[src/rtl/i2c_reg_ctrl_if.sv]
// i2c_reg_ctrl_if: CPU command bus and i2c_raw byte-engine bus of the register sequencer
interface i2c_reg_ctrl_if;
    logic       req;
    logic       req_we;
    logic [6:0] dev_addr;
    logic [7:0] reg_addr;
    logic [7:0] wdata;
    logic       busy;
    logic       done;
    logic [1:0] err;
    logic [7:0] rdata;
    logic       tx_start;
    logic       cnd_start;
    logic       cnd_stop;
    logic       rw;
    logic [7:0] tx_data;
    logic       tx_ack;
    logic       tx_ready;
    logic       rx_ack;
    logic [7:0] rx_data;
    modport master (
        input  req, req_we, dev_addr, reg_addr, wdata, tx_ready, rx_ack, rx_data,
        output busy, done, err, rdata, tx_start, cnd_start, cnd_stop, rw, tx_data, tx_ack
    );
    modport slave (
        output req, req_we, dev_addr, reg_addr, wdata, tx_ready, rx_ack, rx_data,
        input  busy, done, err, rdata, tx_start, cnd_start, cnd_stop, rw, tx_data, tx_ack
    );
endinterface

[src/rtl/i2c_reg_ctrl.sv]
// i2c_reg_ctrl: single-register I2C read/write sequencer over i2c_raw; define I2C_REG_CTRL_TIMEOUT_EN for a per-byte watchdog
module i2c_reg_ctrl #(
    parameter int TIMEOUT_CYCLES = 4096
) (
    input  logic              clk,
    input  logic              rst,
    i2c_reg_ctrl_if.master    bus
);
    typedef enum logic [2:0] {IDLE, ISSUE, WAIT_LO, WAIT_HI, CHECK, RECOVER, DONE} state_t;
    state_t      state, state_n;
    logic [1:0]  idx, idx_n, err, err_n;
    logic [7:0]  rdata, rdata_n, ra, ra_n, wd, wd_n;
    logic [6:0]  dev, dev_n;
    logic        we, we_n, start, start_n;
    logic [11:0] ctl, ctl_n;
`ifdef I2C_REG_CTRL_TIMEOUT_EN
    localparam int CW = $clog2(TIMEOUT_CYCLES + 1);
    logic [CW-1:0] cnt, cnt_n;
`else
    localparam int unused_timeout = TIMEOUT_CYCLES;
`endif
    // byte controls packed as {tx_data, rw, cnd_start, cnd_stop, tx_ack}
    function automatic logic [11:0] ctl_for(input logic [1:0] i, input logic w, input logic [6:0] d,
                                            input logic [7:0] r, input logic [7:0] v);
        return (i == 2'd0) ? {d, 1'b0, 4'b0100} :
               (i == 2'd1) ? {r, 4'b0000} :
               (i == 2'd3) ? {8'h00, 4'b1011} :
               w ? {v, 4'b0010} : {d, 1'b1, 4'b0100};
    endfunction
    always_comb begin
        state_n = state;
        idx_n   = idx;
        err_n   = err;
        rdata_n = rdata;
        we_n    = we;
        dev_n   = dev;
        ra_n    = ra;
        wd_n    = wd;
        ctl_n   = ctl;
        start_n = 1'b0;
        case (state)
            IDLE: if (bus.req) begin
                state_n = ISSUE;
                idx_n   = 2'd0;
                err_n   = 2'b00;
                we_n    = bus.req_we;
                dev_n   = bus.dev_addr;
                ra_n    = bus.reg_addr;
                wd_n    = bus.wdata;
                ctl_n   = ctl_for(2'd0, bus.req_we, bus.dev_addr, bus.reg_addr, bus.wdata);
            end
            ISSUE: if (bus.tx_ready) begin
                start_n = 1'b1;
                state_n = WAIT_LO;
            end
            WAIT_LO: state_n = bus.tx_ready ? WAIT_LO : WAIT_HI;
            WAIT_HI: state_n = bus.tx_ready ? CHECK : WAIT_HI;
            // a receive byte is either the read data byte (index 3) or the recovery byte
            CHECK: if (ctl[3]) begin
                rdata_n = (idx == 2'd3) ? bus.rx_data : rdata;
                state_n = DONE;
            end else if (bus.rx_ack) begin
                err_n   = (idx == 2'd1 || (idx == 2'd2 && we)) ? 2'b10 : 2'b01;
                state_n = ctl[1] ? DONE : RECOVER;
            end else if (ctl[1]) begin
                state_n = DONE;
            end else begin
                idx_n   = idx + 2'd1;
                ctl_n   = ctl_for(idx + 2'd1, we, dev, ra, wd);
                state_n = ISSUE;
            end
            RECOVER: begin
                ctl_n   = {ctl[11:4], 4'b1011};
                state_n = ISSUE;
            end
            DONE: state_n = IDLE;
            default: state_n = IDLE;
        endcase
`ifdef I2C_REG_CTRL_TIMEOUT_EN
        cnt_n = (state == ISSUE) ? '0 : cnt;
        if (state == WAIT_LO || state == WAIT_HI) begin
            cnt_n = cnt + 1'b1;
            if (cnt_n == CW'(TIMEOUT_CYCLES)) begin
                state_n = DONE;
                err_n   = 2'b11;
            end
        end
`endif
    end
    always_ff @(posedge clk) begin
        if (rst) begin
            state <= IDLE;
            idx   <= '0;
            err   <= '0;
            rdata <= '0;
            we    <= 1'b0;
            dev   <= '0;
            ra    <= '0;
            wd    <= '0;
            ctl   <= '0;
            start <= 1'b0;
`ifdef I2C_REG_CTRL_TIMEOUT_EN
            cnt   <= '0;
`endif
        end else begin
            state <= state_n;
            idx   <= idx_n;
            err   <= err_n;
            rdata <= rdata_n;
            we    <= we_n;
            dev   <= dev_n;
            ra    <= ra_n;
            wd    <= wd_n;
            ctl   <= ctl_n;
            start <= start_n;
`ifdef I2C_REG_CTRL_TIMEOUT_EN
            cnt   <= cnt_n;
`endif
        end
    end
    assign bus.busy      = state != IDLE && state != DONE;
    assign bus.done      = state == DONE;
    assign bus.err       = err;
    assign bus.rdata     = rdata;
    assign bus.tx_start  = start;
    assign bus.tx_data   = ctl[11:4];
    assign bus.rw        = ctl[3];
    assign bus.cnd_start = ctl[2];
    assign bus.cnd_stop  = ctl[1];
    assign bus.tx_ack    = ctl[0];
endmodule

[src/flat_wrapper.sv]
// flat-port wrapper written by rule: the top's interface ports become plain ports
module i2c_reg_ctrl_flat 
#(
    parameter int TIMEOUT_CYCLES = 4096
)
  (clk, rst, bus_req, bus_req_we, bus_dev_addr, bus_reg_addr, bus_wdata, bus_tx_ready, bus_rx_ack, bus_rx_data, bus_busy, bus_done, bus_err, bus_rdata, bus_tx_start, bus_cnd_start, bus_cnd_stop, bus_rw, bus_tx_data, bus_tx_ack);
  i2c_reg_ctrl_if bus_i ();
  input  logic clk;
  input  logic rst;
  input wire logic [$bits(bus_i.req)-1:0] bus_req;
  input wire logic [$bits(bus_i.req_we)-1:0] bus_req_we;
  input wire logic [$bits(bus_i.dev_addr)-1:0] bus_dev_addr;
  input wire logic [$bits(bus_i.reg_addr)-1:0] bus_reg_addr;
  input wire logic [$bits(bus_i.wdata)-1:0] bus_wdata;
  input wire logic [$bits(bus_i.tx_ready)-1:0] bus_tx_ready;
  input wire logic [$bits(bus_i.rx_ack)-1:0] bus_rx_ack;
  input wire logic [$bits(bus_i.rx_data)-1:0] bus_rx_data;
  output wire logic [$bits(bus_i.busy)-1:0] bus_busy;
  output wire logic [$bits(bus_i.done)-1:0] bus_done;
  output wire logic [$bits(bus_i.err)-1:0] bus_err;
  output wire logic [$bits(bus_i.rdata)-1:0] bus_rdata;
  output wire logic [$bits(bus_i.tx_start)-1:0] bus_tx_start;
  output wire logic [$bits(bus_i.cnd_start)-1:0] bus_cnd_start;
  output wire logic [$bits(bus_i.cnd_stop)-1:0] bus_cnd_stop;
  output wire logic [$bits(bus_i.rw)-1:0] bus_rw;
  output wire logic [$bits(bus_i.tx_data)-1:0] bus_tx_data;
  output wire logic [$bits(bus_i.tx_ack)-1:0] bus_tx_ack;
  assign bus_i.req = bus_req;
  assign bus_i.req_we = bus_req_we;
  assign bus_i.dev_addr = bus_dev_addr;
  assign bus_i.reg_addr = bus_reg_addr;
  assign bus_i.wdata = bus_wdata;
  assign bus_i.tx_ready = bus_tx_ready;
  assign bus_i.rx_ack = bus_rx_ack;
  assign bus_i.rx_data = bus_rx_data;
  assign bus_busy = bus_i.busy;
  assign bus_done = bus_i.done;
  assign bus_err = bus_i.err;
  assign bus_rdata = bus_i.rdata;
  assign bus_tx_start = bus_i.tx_start;
  assign bus_cnd_start = bus_i.cnd_start;
  assign bus_cnd_stop = bus_i.cnd_stop;
  assign bus_rw = bus_i.rw;
  assign bus_tx_data = bus_i.tx_data;
  assign bus_tx_ack = bus_i.tx_ack;
  i2c_reg_ctrl #(.TIMEOUT_CYCLES(TIMEOUT_CYCLES)) u_core (.clk(clk), .rst(rst), .bus(bus_i));
endmodule
[config.mk]
export PLATFORM = sky130hd
export DESIGN_NAME = i2c_reg_ctrl_flat
export DESIGN_NICKNAME = d
export VERILOG_FILES = /design/src/rtl/i2c_reg_ctrl_if.sv /design/src/rtl/i2c_reg_ctrl.sv /design/src/flat_wrapper.sv
export SDC_FILE = /design/constraint.sdc
export NUM_CORES = 1
export LEC_CHECK = 0
export BUFFER_PORTS_ARGS = -buffer_cell sky130_fd_sc_hd__buf_2
export CORE_UTILIZATION = 45
export DETAILED_ROUTE_END_ITERATION = 16
export HOLD_SLACK_MARGIN = 0.1
export MAX_ROUTING_LAYER = met4
export PLACE_DENSITY_LB_ADDON = 0.25
export SYNTH_ARGS = -nofsm -noshare
export SYNTH_HDL_FRONTEND = slang
export SYNTH_SLANG_ARGS = --single-unit
[constraint.sdc]
create_clock -name clk -period 1.75 [get_ports clk]
set_input_delay 0.175 -clock clk [delete_from_list [all_inputs] [get_ports clk]]
set_output_delay 0.175 -clock clk [all_outputs]
set_load 0.01 [all_outputs]
# == After elaboration in Yosys (flattened, before gate mapping) ==
# Cells that the tools add are included.
# word_totals
elab_cells,80
output_inout_bits,25
regBits,52
inputBits,37
# classes
addsub,1
n_eq_ne,18
bitwise_logic,2
reduce_logical,18
muxes,28
# op_table
operator,count
2-to-1 mux 12 bit,8
case mux 12 bit (3 select lines),1
2-to-1 mux 3 bit,6
case mux 3 bit (6 select lines),1
2-to-1 mux 2 bit,8
"inequality test 2 bit, second input constant",6
AND reduction 5 bit,2
"equality test 3 bit, second input constant",3
case mux 2 bit (2 select lines),2
AND reduction 4 bit,2
"equality test 2 bit, second input constant",3
"equality test 3 x 2 -> 1 bit, second input constant",2
AND reduction 2 bit,3
AND reduction 6 bit,1
nonzero test 3 bit,2
"equality test 2 x 1 -> 1 bit, second input constant",2
"equality test 3 x 1 -> 1 bit, second input constant",1
logical NOT 3 bit,1
"inequality test 3 bit, second input constant",1
AND reduction 3 bit,1
"adder 2 x 1 -> 2 bit, second input constant",1
logical AND 1 bit,2
logical NOT 2 bit,1
2-to-1 mux 1 bit,2
other kinds (4),5

# == Depth between registers and ports, before layout ==
# Gate-level depths: netlist of run 1.
# depth
ltp_word,9
ltp_mapped,8
depth_no_buf,6

# == Worst setup path before layout of run 1 ==
# Ideal clock, no wire load.
# synth_path
path_type,register to register
from,register u_core.idx[0]
to,register u_core.ctl[11]
t_arrival_ps,1693
n_path_buf,1
setup_ps,81
setup_slack_ps,-23
period_less_slack_ps,1773
t_required_ps,1669
path_stages_with_launch,7
path_cell_list,dfxtp_1 inv_1 ha_1 clkbuf_1 o31ai_1 nand3_1 a41oi_1
# synth_via
elab_chain_cells,9
elab_cells_between_ends,11
classes_between,add/sub (1); eq/ne (2); mux (7); reduce/logical (1)
# synth_lines
item,line,text
from (decl),i2c_reg_ctrl.sv:11,"logic [1:0] idx, idx_n, err, err_n;"
from (signal assigned),i2c_reg_ctrl.sv:107,idx <= idx_n;
adder 2 x 1 -> 2 bit (*),i2c_reg_ctrl.sv:69,"ctl_n = ctl_for(idx + 2'd1, we, dev, ra, wd);"
equality test 2 bit,i2c_reg_ctrl.sv:27,"(i == 2'd3) ? {8'h00, 4'b1011} :"
2-to-1 mux 12 bit,i2c_reg_ctrl.sv:27,
2-to-1 mux 12 bit,i2c_reg_ctrl.sv:26,"(i == 2'd1) ? {r, 4'b0000} :"
2-to-1 mux 12 bit (*),i2c_reg_ctrl.sv:25,"return (i == 2'd0) ? {d, 1'b0, 4'b0100} :"
2-to-1 mux 12 bit (*),i2c_reg_ctrl.sv:65,end else if (ctl[1]) begin
2-to-1 mux 12 bit (*),i2c_reg_ctrl.sv:62,end else if (bus.rx_ack) begin
2-to-1 mux 12 bit (*),i2c_reg_ctrl.sv:59,CHECK: if (ctl[3]) begin
case mux 12 bit (3 select lines) (*),i2c_reg_ctrl.sv:41,case (state)
to (signal assigned),i2c_reg_ctrl.sv:114,ctl <= ctl_n;
to (decl),i2c_reg_ctrl.sv:15,"logic [11:0] ctl, ctl_n;"
# Every way passes the cells marked *; elsewhere a longest branch is shown, timed or not. The select of a mux whose other input is x is not followed.
# A chain may end at the register's enable or synchronous reset.

# == Final worst setup path of run 1 ==
# layout_path
from,register u_core.state[2]
to,output port bus_busy
# layout_via
elab_chain_cells,2
elab_cells_between_ends,3
classes_between,eq/ne (1); reduce/logical (2)
# layout_lines
item,line,text
from (decl),i2c_reg_ctrl.sv:10,"state_t state, state_n;"
from (signal assigned),i2c_reg_ctrl.sv:106,state <= state_n;
inequality test 3 bit or nonzero test 3 bit (tied branches),i2c_reg_ctrl.sv:121,assign bus.busy = state != IDLE && state != DONE;
logical AND 1 bit (*),i2c_reg_ctrl.sv:121,
to (decl),flat_wrapper.sv:18,output wire logic [$bits(bus_i.busy)-1:0] bus_busy;
# Every way passes the cells marked *; elsewhere a longest branch is shown, timed or not.

==> results.md, run 1 <==
Floorplanning:
- The placeable core region is 5170 sq um.
- The area enclosed by the die boundary is 5750 sq um.
- The number of cell rows is 26.
- The floorplan step set the die width to 75.9 um.
- The boundary pin count is 62.
- The overall die height is 75.9 um.
- The initial utilization of the core area, before any placement, comes to 47.5%.

Power:
- Dividing total power by cell area gives a power density of 892 nW/um^2.
- The design draws 2.78 mW.
- For this design the static power due to leakage is 1.31 nW.
- VDD sags by at most 0.000461 V.

Synth:
- The count of state elements after synthesis is 52.
- By area, the combinational part of the netlist is dominated by simple AND/OR/NAND/NOR gates.
- The largest total area in the synthesized netlist belongs to dfxtp_1.
- The synthesized design contains 0 enable-type register cells.
- The netlist uses 36 different library cells.
- The post-synthesis cell area is 2450 sq um.
- The warning count from the yosys run is 0.
- The parity-gate share of the synthesized area counting xor and xnor cells is 0%.
- The mux cell area share after synthesis is 4.49%.
- The cell count after synthesis came out at 305.
- After synthesis, the share of flip-flops with an asynchronous set or reset is 0%.
- The share of the yosys chip area belonging to registers is 42.4%.
- The post-synthesis compound-gate area fraction is 20.8%.
- The average footprint of a synthesized cell is 8.05 sq um.
- Summing the areas of all and, or, nand and nor instances in the mapped netlist gives 23.5% of the synthesized area.
- Synthesis produced a netlist with a net count of 348.
- The fraction of the mapped netlist area in adder cells is 3.06%.
- Of the post-synthesis cell area, the dominant cell type holds 42.4%.
- In the post-synthesis netlist, the biggest area contributors are dfxtp_1 (42%), nand2_1 (9.8%), a21oi_1 (7.5%).
- Among all flip-flop cells after synthesis, the most frequent one is dfxtp_1.

Detailed routing:
- The antenna violation net count after detailed routing is 0.
- The detailed-route wire length is 5870 um.
- The routed metal-1 wire length is 2900 um.
- The detailed router used layers up to and including met4.
- After detailed routing, the number of vias per cell comes to 5.20.
- The average wire per cell in the routed design is 13.0 um.
- The number of vias after detailed routing is 2,350.
- The first detailed-routing pass ran for 4 iterations.
- In the detailed route, the total length drawn on met3 is 202 um.
- The number of remaining DRC errors is 0.
- For this block, the initial DRC count from the detailed router was 162.
- The total length of routed met2 wires is 2690 um.

Finish:
- The number of antenna diodes in the final layout is 0.
- The net count reported at finish is 424.
- The top cell types in the final layout, fill and taps aside, are nand2_1 (64), buf_2 (61), dfxtp_1 (50), a21oi_1 (36), nor2_1 (19).
- The share of final-layout standard cells stronger than drive strength 1 is 25.9%.
- The layout overhead on the synthesized area is 26.9%.
- The library cell used most frequently in the layout, excluding fill and tap cells, is nand2_1.

Placed design:
- The global placement routability congestion is 0.867.
- The total of buffers placed on input and output ports is 61.
- The HPWL after detailed placement is 4180 um.

STA:
- The worst pin sits at a relative slew slack of 68.6%.
- The number of max-slew violations in the final report is 0.
- Setup repair after global routing left no endpoint under its margin.
- The number of setup violations in the final report is 0.
- The final hold violation count is 0.
- The slew at the pin closest to its max-slew limit is 0.471 ns.
- The highest attainable clock frequency is 0.596 GHz.
- On the final layout, the worst clock skew is 0.00848 ns.
- The final period demand of the worst path is 1.68 ns.
- The portion of the clock cycle consumed by the worst path in the final layout is 95.9%.
- Adding up every negative setup slack in the final design gives 0 ns.

Global route:
- The first global-routing pass estimated 9630 um of wire.
- The total global routing overflow is 0.
- The initial antenna violation count is 0.
- Entering global routing, the biggest net connects 37 pins.
- The all-layer global routing usage is 22.6%.
- The via count of the first global-routing pass is 2,154.

Worst setup path:
- The kind of end point of the critical path is a primary output.
- The data arrival time at the worst-slack endpoint is 1.50 ns.
- Of all nets on the critical path, the largest fanout is 8.
- The worst setup path is of the reg2out kind.
- In this design, the stage delay of the slowest critical-path cell is 0.38 ns.
- STA classifies the critical path startpoint as a flop.
- Traced cell by cell, the critical path runs through buf_4, inv_2, nor2_2, or3_1, buf_2.
- Setup slack on the worst reg-to-reg path comes out at 0.11 ns.
- The startpoint of the lowest-slack register-to-register path is u_core.state[2].
- The end of the worst register-to-register path is u_core.ctl[7].
- The logic depth of the worst register-to-register path is 4.
- For this design, the slowest cell found on the critical path is dfxtp_1.
- STA puts the critical path data required time at 1.57 ns.

Run:
- The total of max-cap violations is 0.

Hold path:
- The startpoint of the worst hold path is bus_reg_addr[2].
- In this run the worst hold path is classified as in2reg.
- The end point of the most critical hold path is u_core.ra[2].
- Along the worst hold path, the cell count comes to 3.

Clocking:
- The root cell of the clock tree is clkbuf_8.
- The clock reaches the later pin of the worst-skew pair after 0.30 ns.
- The maximum level of the CTS H-tree is 2.
- The TritonCTS clock tree is done.
- The sink count of the clock tree is 52.
- Clock-pin slew was measured on the worst setup and hold paths at 0.10 ns.
- The worst-case clock buffer depth is 2.
- The number of clock buffers inserted by TritonCTS is 5.

Run status:
- The flow ran to the end, and the final reports show no timing, DRC or antenna violations.
-- worst max-delay path by stage --
stage	endpoint	from	depth (start not counted)	slack [ns]
after floorplan	u_core.ctl[11]	u_core.idx[0]	6	0.14
after global routing	bus_busy	u_core.state[2]	5	0.001
after CTS	bus_busy	u_core.state[2]	5	0.02
after detailed placement	u_core.ctl[10]	u_core.idx[0]	6	0.09
final	bus_busy	u_core.state[2]	5	0.07
after global placement	u_core.ctl[2]	u_core.ctl[1]	3	0.14
-- per-stage QoR --
| step | utilization (%) | hold WS (ns) | area [sq um] | worst slack [ns] | instances |
|---|---|---|---|---|---|
| after floorplan | - | 0.269 | 2460 | 0.143 | 305 |
| after global placement | 55.6 | 0.406 | 2870 | 0.143 | 431 |
| after detailed placement | 55.6 | 0.419 | 2870 | 0.0904 | 431 |
| after CTS | 59.9 | 0.102 | 3100 | 0.0175 | 452 |
| after global routing | 60.2 | 0.111 | 3120 | 0.00123 | 452 |
| final | 60.2 | 0.105 | 3120 | 0.0715 | 452 |
-- layer usage --
metal / GRT usage [%] / up-vias
met2: 36.7 / 57
met1: 28.5 / 1084
met5: - / -
met4: 7.00 / 0
li1: - / 1201
met3: 4.23 / 8
-- layout make-up --
type,instances,area [sq um]
flip-flops and latches,52,1040
repair buffers,90,568
multi-input cells,225,1290
clock inverters,2,13.8
inverters,7,26.3
clock buffers,6,82.6
well taps,70,87.6
fillers,487,2060
-- where the power goes --
group | switching (mW) | internal (mW) | leakage, nW
clock | 0.406 | 0.324 | 0.0516
sequential | 0.0811 | 1.29 | 0.426
combinational | 0.364 | 0.315 | 0.833
-- logic make-up (layout without fill, tap and decap cells) --
kind of cell | after synthesis | in the layout
AO/OA/AOI/OAI | 83 | 83
adder cells (fa/ha/maj) | 6 | 6
AND/OR/NAND/NOR | 125 | 125
multiplexers | 11 | 11
flip-flops | 52 | 52
buffers and inverters | 28 | 105
-- worst max-delay path, delay by kind of cell (launching register included) --
| kind | cells | cell delay (ns) |
|---|---|---|
| buffers and inverters | 3 | 0.43 |
| and+or+nand+nor | 2 | 0.38 |
| DFF | 1 | 0.38 |
-- cells in the mapped netlist, types with 4 or more instances --
master    count
a21oi_1      37
ha_1          6
nand2_1      64
nand2b_1      4
mux2i_1      11
o21ai_0      14
nor2_1       21
or3_1         4
nand3_1       6
o22ai_1       5
nand3b_1      8
o21bai_1      5
a22oi_1       8
nor3_1        4
inv_1         7
buf_2         4
clkbuf_1     12
dfxtp_1      52
-- flip-flops by register name, summed over array words and instances (netlist names) --
register and flops:
u_core.ctl 12, u_core.bus.rdata 8, u_core.ra 8, u_core.wd 8, u_core.dev 7, u_core.state 3, u_core.bus.err 2, u_core.idx 2
u_core.bus.tx_start 1, u_core.we 1
-- repair_timing --
action | CTS | global route
setup endpoints to repair | 1 | 7
hold endpoints to repair | 13 | 0
setup buffers | 0 | 0
resized for setup | 1 | 6
hold buffers | 13 | 0
Note: power is estimated with default switching activity, not from simulation.
==> run 2: changes to the inputs <==
- ABC_AREA: default -> 1
- SETUP_SLACK_MARGIN: default -> 0.5
==> results.md, run 2 <==
Run status:
- The flow ran to the end, and the final reports show no timing, DRC or antenna violations.

Floorplanning:
- After floorplanning, the core was sized to cover 5610 sq um.
- The floorplan step set the die width to 79.0 um.
- The overall die height is 79.0 um.
- The number of cell rows is 27.
- 62 I/O pins were placed.
- The die covers 6240 sq um.
- The starting utilization of the core area is 47.5%.

Synth:
- The most used flip-flop cell after synthesis is dfxtp_1.
- After synthesis, the share of flip-flops with an asynchronous set or reset is 0%.
- Ranked by instance count, the synthesized netlist is headed by nand2_1 (97), dfxtp_1 (52), a21oi_1 (49).
- In this run the mean area of a mapped cell was 6.77 sq um.
- Synthesis produced a netlist with a net count of 437.
- Summed over all instances, the cell type with the most area after synthesis is dfxtp_1.
- Counting every instance in the synthesized netlist gives 394.
- The post-synthesis cell area is 2670 sq um.
- The warning count from the yosys run is 0.
- After synthesis, the largest area contributor takes up 39.0% of total cell area.
- The count of distinct cell types in the synthesized netlist is 27.
- In the post-synthesis netlist, the biggest area contributors are dfxtp_1 (39%), nand2_1 (14%), a21oi_1 (9.2%).
- The number of flops mapped to enable cells by yosys is 0.
- The count of state elements after synthesis is 52.
- For this run, the register share of the synthesized area comes to 39.0%.
- In the post-synthesis netlist, the cell with the most instances is nand2_1.

Detailed routing:
- Across all layers, the routed design uses 3,075 vias.
- The detailed-route wire length is 8960 um.
- In the routed layout, each cell is associated on average with a via count of 5.48.
- The number of DRC violations after detailed-routing iteration 0 is 263.
- The antenna violation net count after detailed routing is 0.
- The first-pass detailed-route iteration total is 6.
- In the routed design, unresolved DRC markers number 0.
- After detailed routing, the average wire length per cell comes to 16.0 um.

Power:
- The worst IR drop on VDD is 0.000713 V.
- Power spread over the standard cell area amounts to 1040 nW/um^2.
- The static leakage is 1.87 nW.

Clocking:
- The clock reaches the later pin of the worst-skew pair after 0.31 ns.
- In this run the number of H-tree levels came out at 2.
- The root cell of the clock tree is clkbuf_8.
- The sink count of the clock tree is 52.
- TritonCTS built the clock tree.
- TritonCTS created 5 clock buffers.
- The hold buffer count at CTS is 0.
- The clock input transition at the sequential cells of the worst setup and hold paths is 0.10 ns.
- The worst-case clock buffer depth is 2.

STA:
- The final period demand of the worst path is 1.43 ns.
- The number of max-slew violations in the final report came to 0.
- The worst slew slack as a fraction of its limit is 73.4%.
- The number of setup violations in the final report is 0.
- The highest attainable clock frequency is 0.700 GHz.
- Summed over all failing endpoints, the final setup total negative slack is 0 ns.
- In the finished design, the share of the clock period the worst path needs comes to 81.6%.
- Setup repair after global routing could not meet its margin everywhere.
- Across the routed clock network, the largest skew measured is 0.00382 ns.
- The final hold violation count is 0.
- Setup slack on the critical path of the routed design comes to 0.322 ns.
- The slew at the pin closest to its max-slew limit is 0.399 ns.

Finish:
- The area of all sequential standard cells is 1060 sq um.
- The post-route netlist has 41.1% of its cells at a drive strength greater than 1.
- The number of diodes is 0.
- The layout filler cell count is 441.
- The flip-flop count of the largest register after layout is 12.
- The most common library cell in the layout ignoring fill and taps is nand2_1.
- The layout overhead on the synthesized area is 49.4%.
- The net count reported at finish is 531.
- In the layout the commonest cells are nand2_1 (78), buf_2 (61), dfxtp_1 (45).
- Summing all multi-input logic gate instances after layout gives 1720 sq um.
- The register with the most flip-flops in the final layout is u_core.ctl.

Worst setup path:
- Data on the critical path is required at its endpoint by 2.00 ns.
- The worst setup path category is reg2reg.
- The slowest stage of the critical path is the dfxtp_4 cell.
- The number of buffers and inverters on the critical path is 2.
- The largest fanout on the critical path is 8.
- The dominant delay contributor by cell family on the critical path is simple AND/OR/NAND/NOR gates.
- Walking the worst path, the cells encountered are inv_4, ha_4, nor2_4, buf_12, nand3_2, nand2_1, nand2_1, nor2_1, nor2_1, nor2_1.
- In this design, the critical path's most frequently occurring cell is nor2_1.
- The category of the worst setup path launch point is a flop.
- STA classifies the critical path endpoint as a flop.
- The data arrival time at the worst-slack endpoint is 1.68 ns.
- In this design, the stage delay of the slowest critical-path cell is 0.40 ns.

Placed design:
- Input and output buffers added on the ports amount to 61.
- The HPWL after detailed placement is 4870 um.
- The worst setup timing slack at the placement stage is 0.358 ns.
- The global placement routability congestion is 0.928.

Global route:
- The maximum number of pins on one net before global-route repair is 24.
- Across every metal layer, demand over resource in global routing totals 26.2%.
- The total global routing overflow is 0.
- The via count of the first global-routing pass is 2,744.
- The initial antenna violation count came to 0.
- The first global-routing pass estimated 12,500 um of wire.

Hold path:
- The class of the tightest hold or removal check is in2reg.

Run:
- Across the run, the number of max-cap violations was 0.
==> run 2: where the power goes <==
group / internal, mW / leakage [nW] / switching (mW)
clock network: 0.368 / 0.0534 / 0.410
logic: 0.857 / 1.38 / 1.03
registers: 1.35 / 0.431 / 0.115
total: 2.57 / 1.87 / 1.55
==> run 2: timing repair <==
| action | 4_1_cts | 5_1_grt |
|---|---|---|
| pin swaps | 13 | 11 |
| cloned | 3 | 6 |
| setup buffers | 15 | 11 |
| gates resized for setup | 54 | 72 |
| endpoints found under the setup margin | 50 | 52 |
==> run 2: cells by family (layout without fill, tap and decap cells) <==
| kind of cell | Yosys count | in the layout | synth area share [%] |
|---|---|---|---|
| AOI/OAI and AO/OA | 78 | 78 | 15.2 |
| adders and majority gates | 6 | 6 | 2.82 |
| buffers and inverters | 67 | 159 | 11.1 |
| DFF | 52 | 52 | 39.0 |
| and+or+nand+nor | 191 | 194 | 31.9 |
==> run 2: metal layers <==
metal,vias to the layer above,track usage (%),share of wire (%)
met5,-,-,0
met4,0,6.91,2.4
met3,25,4.37,6.1
met2,141,45.2,53
met1,1456,31.7,39
li1,1453,-,-
==> run 2: worst paths after layout <==
kind,from,slack (ns),cells past startpoint,endpoint
setup / recovery,u_core.idx[1],0.32,10,u_core.ctl[10]
setup reg to reg,u_core.idx[1],0.32,10,u_core.ctl[10]
hold reg to reg,u_core.bus.rdata[7],0.45,2,u_core.bus.rdata[7]
hold / removal,bus_rx_data[1],0.13,3,u_core.bus.rdata[1]
==> run 2: cell type report <==
type	instances	share of cell area [%]
multi-input cells	278	43.2
repair buffers	102	20.0
clock buffers	7	2.45
inverters	49	5.28
well taps	72	2.26
flip-flops and latches	52	26.7
clock inverters	1	0.126
==> run 2: through the flow <==
stage	area (sq um)	utilization [%]	power [mW]	hold WS, ns	cells
5_1_grt	3980	71.0	4.35	0.122	561
4_1_cts	3490	62.3	3.63	0.128	544
6_report	3980	71.0	4.13	0.126	561
3_3_place_gp	3060	54.6	2.55	0.428	518
3_5_place_dp	3060	54.6	2.57	0.433	518
2_1_floorplan	2700	-	2.27	0.317	394
==> run 2: worst min-delay path, stage by stage <==
cell	delay, ns
buf_2	0.08
o21ai_2	0.05
a21oi_2	0.09
